**src/rtl/fns_decoder_7_2_if.sv**
```systemverilog
// Handshake bundle for the FNS receive decoder: codeword/enable input side
// and recovered-data output side, each with its own valid/ready pair.
interface fns_decoder_7_2_if #(
   parameter int DW = 7
);
   logic [8:0]    code_in;
   logic [8:0]    en_flag;
   logic          in_valid;
   logic          in_ready;
   logic [DW-1:0] data_out;
   logic          out_valid;
   logic          out_ready;
   logic          out_err;

   modport master (
      output code_in,
      output en_flag,
      output in_valid,
      input  in_ready,
      input  data_out,
      input  out_valid,
      output out_ready,
      input  out_err
   );

   modport slave (
      input  code_in,
      input  en_flag,
      input  in_valid,
      output in_ready,
      output data_out,
      output out_valid,
      input  out_ready,
      output out_err
   );
endinterface

```
**src/rtl/fns_decoder_7_2.sv**
```systemverilog
// Two-stage FNS codeword decoder: masked weighted sum of 9 code bits.
// Optional overflow flag on out_err when FNS_DEC_OVF_CHECK_EN is defined.
module fns_decoder_7_2 #(
   parameter int DW = 7,
   parameter int WW = 7
) (
   input  logic            clock,
   input  logic            rst_n,
   input  logic [8*WW-1:0] fns_w,
   fns_decoder_7_2_if.slave bus
);
   localparam int CW = 9;
   localparam int SW = WW + 4;

   logic [CW-1:0] w_m;
   logic [SW-1:0] w_t [0:CW-1];
   logic [SW-1:0] w_p0, w_p1, w_p2, w_p3, w_p4;
   logic          w_adv;
   logic          w_in_ready;
   logic          w_load1;
   logic          w_load2;

   logic          r_v1;
   logic          r_v2;
   logic [SW-1:0] r_p0, r_p1, r_p2, r_p3, r_p4;
   logic [DW-1:0] r_data;

   assign w_m = bus.code_in & bus.en_flag;

   // W[0] is the implicit constant 1; W[k] for k>=1 comes from fns_w.
   always_comb begin
      w_t[0] = SW'(w_m[0]);
      for (int unsigned k = 1; k < CW; k++) begin
         w_t[k] = w_m[k] ? SW'(fns_w[k*WW-1 -: WW]) : '0;
      end
   end

   assign w_p0 = w_t[0] + w_t[1];
   assign w_p1 = w_t[2] + w_t[3];
   assign w_p2 = w_t[4] + w_t[5];
   assign w_p3 = w_t[6] + w_t[7];
   assign w_p4 = w_t[8];

   assign w_adv      = bus.out_ready || !r_v2;
   assign w_in_ready = !r_v1 || w_adv;
   assign w_load1    = w_in_ready && bus.in_valid;
   assign w_load2    = w_adv && r_v1;

   always_ff @(posedge clock or negedge rst_n) begin
      if (!rst_n) begin
         r_v1 <= 1'b0;
         r_p0 <= '0;
         r_p1 <= '0;
         r_p2 <= '0;
         r_p3 <= '0;
         r_p4 <= '0;
      end else begin
         if (w_in_ready) r_v1 <= bus.in_valid;
         if (w_load1) begin
            r_p0 <= w_p0;
            r_p1 <= w_p1;
            r_p2 <= w_p2;
            r_p3 <= w_p3;
            r_p4 <= w_p4;
         end
      end
   end

`ifdef FNS_DEC_OVF_CHECK_EN
   logic [SW-1:0] w_sum;
   logic          r_err;

   assign w_sum = r_p0 + r_p1 + r_p2 + r_p3 + r_p4;

   always_ff @(posedge clock or negedge rst_n) begin
      if (!rst_n) begin
         r_err <= 1'b0;
      end else if (w_load2) begin
         r_err <= |w_sum[SW-1:DW];
      end
   end

   assign bus.out_err = r_err;
`else
   // Without the flag only the low DW bits of the sum are observable.
   logic [DW-1:0] w_sum;

   assign w_sum = DW'(r_p0) + DW'(r_p1) + DW'(r_p2) + DW'(r_p3) + DW'(r_p4);
   assign bus.out_err = 1'b0;
`endif

   always_ff @(posedge clock or negedge rst_n) begin
      if (!rst_n) begin
         r_v2   <= 1'b0;
         r_data <= '0;
      end else begin
         if (w_adv)   r_v2   <= r_v1;
         if (w_load2) r_data <= w_sum[DW-1:0];
      end
   end

   assign bus.in_ready  = w_in_ready;
   assign bus.out_valid = r_v2;
   assign bus.data_out  = r_data;
endmodule

```
**src/flat_wrapper.sv**
```systemverilog
// flat-port wrapper written by rule: the top's interface ports become plain ports
module fns_decoder_7_2_flat 
#(
   parameter int DW = 7,
   parameter int WW = 7
)
  (clock, rst_n, fns_w, bus_code_in, bus_en_flag, bus_in_valid, bus_in_ready, bus_data_out, bus_out_valid, bus_out_ready, bus_out_err);
  fns_decoder_7_2_if #(.DW(DW)) bus_i ();
  input  logic clock;
  input  logic rst_n;
  input  logic [8*WW-1:0] fns_w;
  input wire logic [$bits(bus_i.code_in)-1:0] bus_code_in;
  input wire logic [$bits(bus_i.en_flag)-1:0] bus_en_flag;
  input wire logic [$bits(bus_i.in_valid)-1:0] bus_in_valid;
  output wire logic [$bits(bus_i.in_ready)-1:0] bus_in_ready;
  output wire logic [$bits(bus_i.data_out)-1:0] bus_data_out;
  output wire logic [$bits(bus_i.out_valid)-1:0] bus_out_valid;
  input wire logic [$bits(bus_i.out_ready)-1:0] bus_out_ready;
  output wire logic [$bits(bus_i.out_err)-1:0] bus_out_err;
  assign bus_i.code_in = bus_code_in;
  assign bus_i.en_flag = bus_en_flag;
  assign bus_i.in_valid = bus_in_valid;
  assign bus_in_ready = bus_i.in_ready;
  assign bus_data_out = bus_i.data_out;
  assign bus_out_valid = bus_i.out_valid;
  assign bus_i.out_ready = bus_out_ready;
  assign bus_out_err = bus_i.out_err;
  fns_decoder_7_2 #(.DW(DW), .WW(WW)) u_core (.clock(clock), .rst_n(rst_n), .fns_w(fns_w), .bus(bus_i));
endmodule
```
**config.mk**
```make
export PLATFORM = sky130hd
export DESIGN_NAME = fns_decoder_7_2_flat
export DESIGN_NICKNAME = d
export VERILOG_FILES = /design/src/rtl/fns_decoder_7_2_if.sv /design/src/rtl/fns_decoder_7_2.sv /design/src/flat_wrapper.sv
export SDC_FILE = /design/constraint.sdc
export NUM_CORES = 1
export LEC_CHECK = 0
export ABC_CLOCK_PERIOD_IN_PS = 6000
export BUFFER_PORTS_ARGS = -buffer_cell sky130_fd_sc_hd__buf_2
export CAP_MARGIN = 10
export CORE_MARGIN = 5
export CORE_UTILIZATION = 58
export DETAILED_ROUTE_END_ITERATION = 7
export PLACE_DENSITY = 0.86
export SLEW_MARGIN = 20
export SYNTH_ARGS = -nofsm -noshare
export SYNTH_HDL_FRONTEND = slang
export SYNTH_SLANG_ARGS = --single-unit
export TNS_END_PERCENT = 20
```
**constraint.sdc**
```tcl
create_clock -name clock -period 6 [get_ports clock]
set_clock_uncertainty 0.15 [all_clocks]
set_input_delay 0 -clock clock [delete_from_list [all_inputs] [get_ports clock]]
set_output_delay 0 -clock clock [all_outputs]
set_load 0.02 [all_outputs]
```
After elaboration in Yosys (flattened, before gate mapping)
Index checks and enable logic that the tools add are counted.
{"block": "totals", "inputBits": 78, "ramBits": 0, "latchBits": 0, "memories": 0, "romBits": 0, "reg_bits": 44}
{"block": "op_classes", "n_lt_le_gt_ge": 0, "mux": 8, "eq_ne": 0, "mul": 0, "n_div": 0, "n_reduce_logical": 6, "n_shift": 0, "n_bitwise": 1, "addsub": 8}
{"cell": "$mux W7", "n": 8}
{"cell": "$add A7 B7 Y7", "n": 7}
{"cell": "$and A9 B9 Y9", "n": 1}
{"cell": "$add A1 B7 Y7", "n": 1}
{"cell": "$logic_and A1 B1 Y1", "n": 2}
{"cell": "$logic_not A1 Y1", "n": 2}
{"cell": "$logic_or A1 B1 Y1", "n": 2}

Depth between registers and ports, before layout
{"block": "logic_depth", "ltp_word": 4, "mapped_depth": 13, "ltp_nobuf": 13}

Worst setup path before layout
No wires, ideal clock.
{"block": "synth_timing", "kind": "flip-flop to flip-flop", "from": "register u_core.r_p4[1]", "to": "register u_core.r_data[5], in the netlist u_core.bus.data_out[5]", "slack_ns": 2.729, "stages_incl_launch_ff": 10, "t_arrival_ns": 2.993, "n_path_buf": 0, "synth_period_minus_slack_ns": 3.271, "path_cell_list": "dfrtp_1 > fa_1 > fa_1 > fa_1 > ha_1 > fa_1 > a21o_1 > a21oi_1 > xor2_1 > o21ai_0"}
{"block": "synth_between", "elab_chain_len": 1}
{"item": "start: declaration", "line_no": "fns_decoder_7_2.sv:25", "source": "logic [SW-1:0] r_p0, r_p1, r_p2, r_p3, r_p4;"}
{"item": "start signal: assignment", "line_no": "fns_decoder_7_2.sv:64", "source": "r_p4 <= w_p4;"}
{"item": "$add A7 B7 Y7", "line_no": "fns_decoder_7_2.sv:88", "source": "assign w_sum = DW'(r_p0) + DW'(r_p1) + DW'(r_p2) + DW'(r_p3) + DW'(r_p4);"}
{"item": "end signal: assignment", "line_no": "fns_decoder_7_2.sv:98", "source": "if (w_load2) r_data <= w_sum[DW-1:0];"}
{"item": "end: declaration", "line_no": "fns_decoder_7_2.sv:26", "source": "logic [DW-1:0] r_data;"}
Every way passes these cells.
A chain may end at the register's enable or synchronous reset.

Worst setup path in the final report
{"block": "layout_timing", "from": "register u_core.r_p4[2]", "to": "register u_core.r_data[5], in the netlist u_core.bus.data_out[5]"}
Same word-level chain as after synthesis.

==> results.md <==
* Max-capacitance violation count at 0
* Min-Delay Path Depth at 5
* FF-to-FF End: u_core.bus.data_out[5]
* CTS Sinks at 44
* Final routed DRC violation total at 0
* Setup bufs post-CTS at 0
* Clock transition at the registers of the reported paths at 0.09 ns
* Peak ir drop on the vdd network at between 0.00015 and 0.0002 V
* Worst hold path type: in -> reg
* Largest incremental delay on the critical path at 0.55 ns
* Buffer cell driving the clock tree root: sky130_fd_sc_hd__clkbuf_8
* Effective utilization at floorplan at 0.5907
* Yosys warning total at 0
* Design Area, Final at 0.004394 sq mm
* Global-route layer with the greatest usage: met2
* CTS Hold Buffers Added at 31
* Layout filler cell count at 373
* Count of buffers inserted at the top-level ports at 86
* Vias after detailed routing at approximately 3200
* Average wire per standard cell at 15.77 microns
* Commonest non-fill, non-tap cells in the layout: sky130_fd_sc_hd__buf_2, sky130_fd_sc_hd__nand2_1, sky130_fd_sc_hd__dfrtp_1
* Area of the core at 0.005851 sq mm
* Number of different library cells in the post-synthesis netlist at 38
* Fraction of final layout cells sized beyond drive strength 1 at 0.2028
* Die outline height at 87.19 microns
* Total GRT Usage at 0.2490
* Fin. max-slew vios at 0
* Core utilization of the finished layout at 0.7511
* Met3 layer usage reported by global route at 0.03974
* Post-detailed-placement half-perimeter wirelength at about 6100 microns
* Setup slack on the worst flop-to-flop path at 2.48 ns
* Slack of the critical path at 2.477 ns
* Deepest clock path buffer count at 2
* Setup repair after global routing missed its margin: false
* Crit Path Category: reg -> reg
* GRT Residual Overflow at 0
* Syn Std Cell Area at around 0.0035 sq mm
* First DRT Iteration DRCs at 169
* Crit path capture type: flip-flop
* Gate count of the mapped netlist at between 300 and 400
* Highest fanout seen on the critical path at 2
* H-tree level count at 2
* Ratio of routed vias to standard cells at between 5 and 6
* Number of antenna violations at the first check in global routing at 0
* Worst-margin pin slew at about 1 ns
* Met1 track demand over resource at 0.2967
* Fraction of the yosys area taken by sequential cells at 0.3186
* Outcome: finished clean
* Leakage power total at approximately 0.0023 uW
* First-pass GRT wire length at ~15000 microns
* Grt met2 use at 0.4472
* I/O pin count at 88
* Worst hold endpoint: u_core.r_p0[0]
* Routed WL at 8955 microns
* Overall power consumption at 1182 uW
* Startpoint class of the critical path: flip-flop
* Portion of synthesized cell area occupied by the leading cell type at 0.3186
* Worst relative slew slack at 0.3384
* Total of cells resized after clock tree synthesis at 0
* Final setup violation count at 0
* Antenna violation net count after detailed routing at 0
* Net count after synthesis at around 500
* Cell with the largest stage delay on the worst path: sky130_fd_sc_hd__fa_1
* Nets at slightly above 600
* Sum of negative setup slack at 0 ns
* Main area contributors after synthesis: sky130_fd_sc_hd__dfrtp_1, sky130_fd_sc_hd__fa_1, sky130_fd_sc_hd__ha_1
* Flop and latch count out of synthesis at 44
* Placed Instance Area at 0.003925 sq mm
* DIE WIDTH at about 87 microns
* Leading cell type in the layout, fill and taps excluded: sky130_fd_sc_hd__buf_2
* Required time of the critical path at 6.03 ns
* Maximum number of pins on one net before global-route repair at 54
* Number of cells on the worst reg-to-reg path at 12
* Overall die area at 0.007602 sq mm
* Startpoint of the most critical hold path: fns_w[0]
* Arrival @ worst endpoint at roughly 3.6 ns
* Tmin final at 3.523 ns
* Insertion delay of the later-clocked pin in the worst-skew pair at around 0.30 ns
* Most area-hungry cell type in the Yosys netlist: sky130_fd_sc_hd__dfrtp_1
* CP Cell Sequence: inv_1 > fa_1 > inv_1 > fa_1 > inv_1 > fa_1 > inv_1 > fa_1 > a21o_1 > a21oi_1 > xor2_1 > o21ai_0
* Launch point of the worst reg-to-reg path: u_core.r_p4[2]
* Post-Place Worst Slack at 2.526 ns
* TritonCTS clock tree: yes
* Count of TritonRoute iterations in the first routing pass at 4
* Highest clock rate at around 280 MHz
* Mean post-synth cell area at 9.142 sq um
* Number of global-route vias before repair at 3351
* Antenna Diode Count at 0
* Count of standard-cell rows at 28
* Layout Area Growth over Synthesis at 27.15%
* Final GP Congestion at around 0.84
* Fin crit share at 0.5871
* CTS Buf Count at 5
* Number of hold violations in the final report at 0
* Pwr Density at 269.0 mW/mm^2
==> flip-flops by register name, summed over array words and instances, names as in the netlist <==
register,cells
u_core.r_p4,7
u_core.bus.data_out,7
u_core.r_p0,7
u_core.r_p3,7
u_core.bus.out_valid,1
u_core.r_p2,7
u_core.r_p1,7
u_core.r_v1,1
==> worst max path at each step <==
stage                   start                endpoint  slack, ns  depth (start not counted)
3_5_place_dp   u_core.r_p4[2]  u_core.bus.data_out[5]       2.53                         12
6_report       u_core.r_p4[2]  u_core.bus.data_out[5]       2.48                         12
2_1_floorplan  u_core.r_p4[1]  u_core.bus.data_out[5]       2.73                          9
5_1_grt        u_core.r_p4[2]  u_core.bus.data_out[5]       2.30                         12
4_1_cts        u_core.r_p4[2]  u_core.bus.data_out[5]       2.46                         12
3_3_place_gp   u_core.r_p4[1]  u_core.bus.data_out[5]       2.66                          9
==> logic make-up after synthesis <==
kind of cell             after synthesis  synth area share
AO/OA/AOI/OAI                         64            0.1086
multiplexers                           5           0.01557
flip-flops                            44            0.3186
XOR/XNOR                              24           0.06083
AND/OR/NAND/NOR                      142            0.2212
other                                  1          0.001085
adder cells (fa/ha/maj)               47            0.2136
buffers and inverters                 51           0.06046
==> synthesized netlist by cell type <==
cell and n:
sky130_fd_sc_hd__nand3_1 24, sky130_fd_sc_hd__buf_2 8, sky130_fd_sc_hd__nand4b_1 1, sky130_fd_sc_hd__xor2_1 8, sky130_fd_sc_hd__ha_1 27, sky130_fd_sc_hd__o22ai_1 2, sky130_fd_sc_hd__xnor2_1 16, sky130_fd_sc_hd__dfrtp_1 44
sky130_fd_sc_hd__o21ai_0 28, sky130_fd_sc_hd__nand2_1 44, sky130_fd_sc_hd__nand3b_4 1, sky130_fd_sc_hd__mux2i_1 2, sky130_fd_sc_hd__and2_1 2, sky130_fd_sc_hd__nor3_1 5, sky130_fd_sc_hd__or4b_1 1, sky130_fd_sc_hd__a211oi_1 3
sky130_fd_sc_hd__fa_1 20, sky130_fd_sc_hd__conb_1 1, sky130_fd_sc_hd__nand3b_1 5, sky130_fd_sc_hd__o21a_1 4, sky130_fd_sc_hd__nand2_2 1, sky130_fd_sc_hd__and3_1 33, sky130_fd_sc_hd__nor2b_1 1, sky130_fd_sc_hd__o21ai_1 2
sky130_fd_sc_hd__a21o_2 1, sky130_fd_sc_hd__o31ai_1 2, sky130_fd_sc_hd__o31a_1 1, sky130_fd_sc_hd__nand2b_1 6, sky130_fd_sc_hd__a21o_1 6, sky130_fd_sc_hd__mux2_2 3, sky130_fd_sc_hd__a21oi_1 12, sky130_fd_sc_hd__inv_1 41
sky130_fd_sc_hd__nand4_1 3, sky130_fd_sc_hd__buf_4 2, sky130_fd_sc_hd__o21bai_1 3, sky130_fd_sc_hd__nor2_1 7, sky130_fd_sc_hd__nor3b_1 5, sky130_fd_sc_hd__nor4b_1 3
==> cell type report <==
| cell class | count | area (sq um) | area share |
|---|---|---|---|
| Sequential cell | 44 | 1101 | 0.2506 |
| Tap cell | 75 | 93.84 | 0.02136 |
| Timing Repair Buffer | 117 | 740.7 | 0.1686 |
| Inverter | 41 | 153.9 | 0.03502 |
| Clock inverter | 3 | 90.09 | 0.02050 |
| Multi-Input combinational cell | 283 | 2146 | 0.4883 |
| Clock buffer | 5 | 68.82 | 0.01566 |
==> metrics by stage <==
step	hold slack, ns	instances
floorplan	-0.4456	378
global placement	0.05134	529
detailed placement	0.06218	529
CTS	0.003397	568
global route	0.03775	568
finish	0.007917	568
==> routing by layer <==
metal  wire (microns)  part of all wire
met5                0                 0
met4              235             0.026
met3              444             0.050
met2             4665              0.52
met1             3611              0.40
==> worst max-delay path: cells and delay by family (launching register included) <==
family          cells  cell delay, ns
compound gates      3            0.46
fa+ha+maj           4            2.03
flops               1            0.34
buf+inv             4            0.26
xor+xnor            1            0.17
==> report_power, final <==
part | total [uW] | leakage, uW | switching, uW | internal [uW]
clock | 311 | 0.0000784 | 103 | 208
sequential | 381 | 0.000567 | 32.2 | 349
combinational | 490 | 0.00166 | 272 | 218
Power figures use the tool's default switching activity.
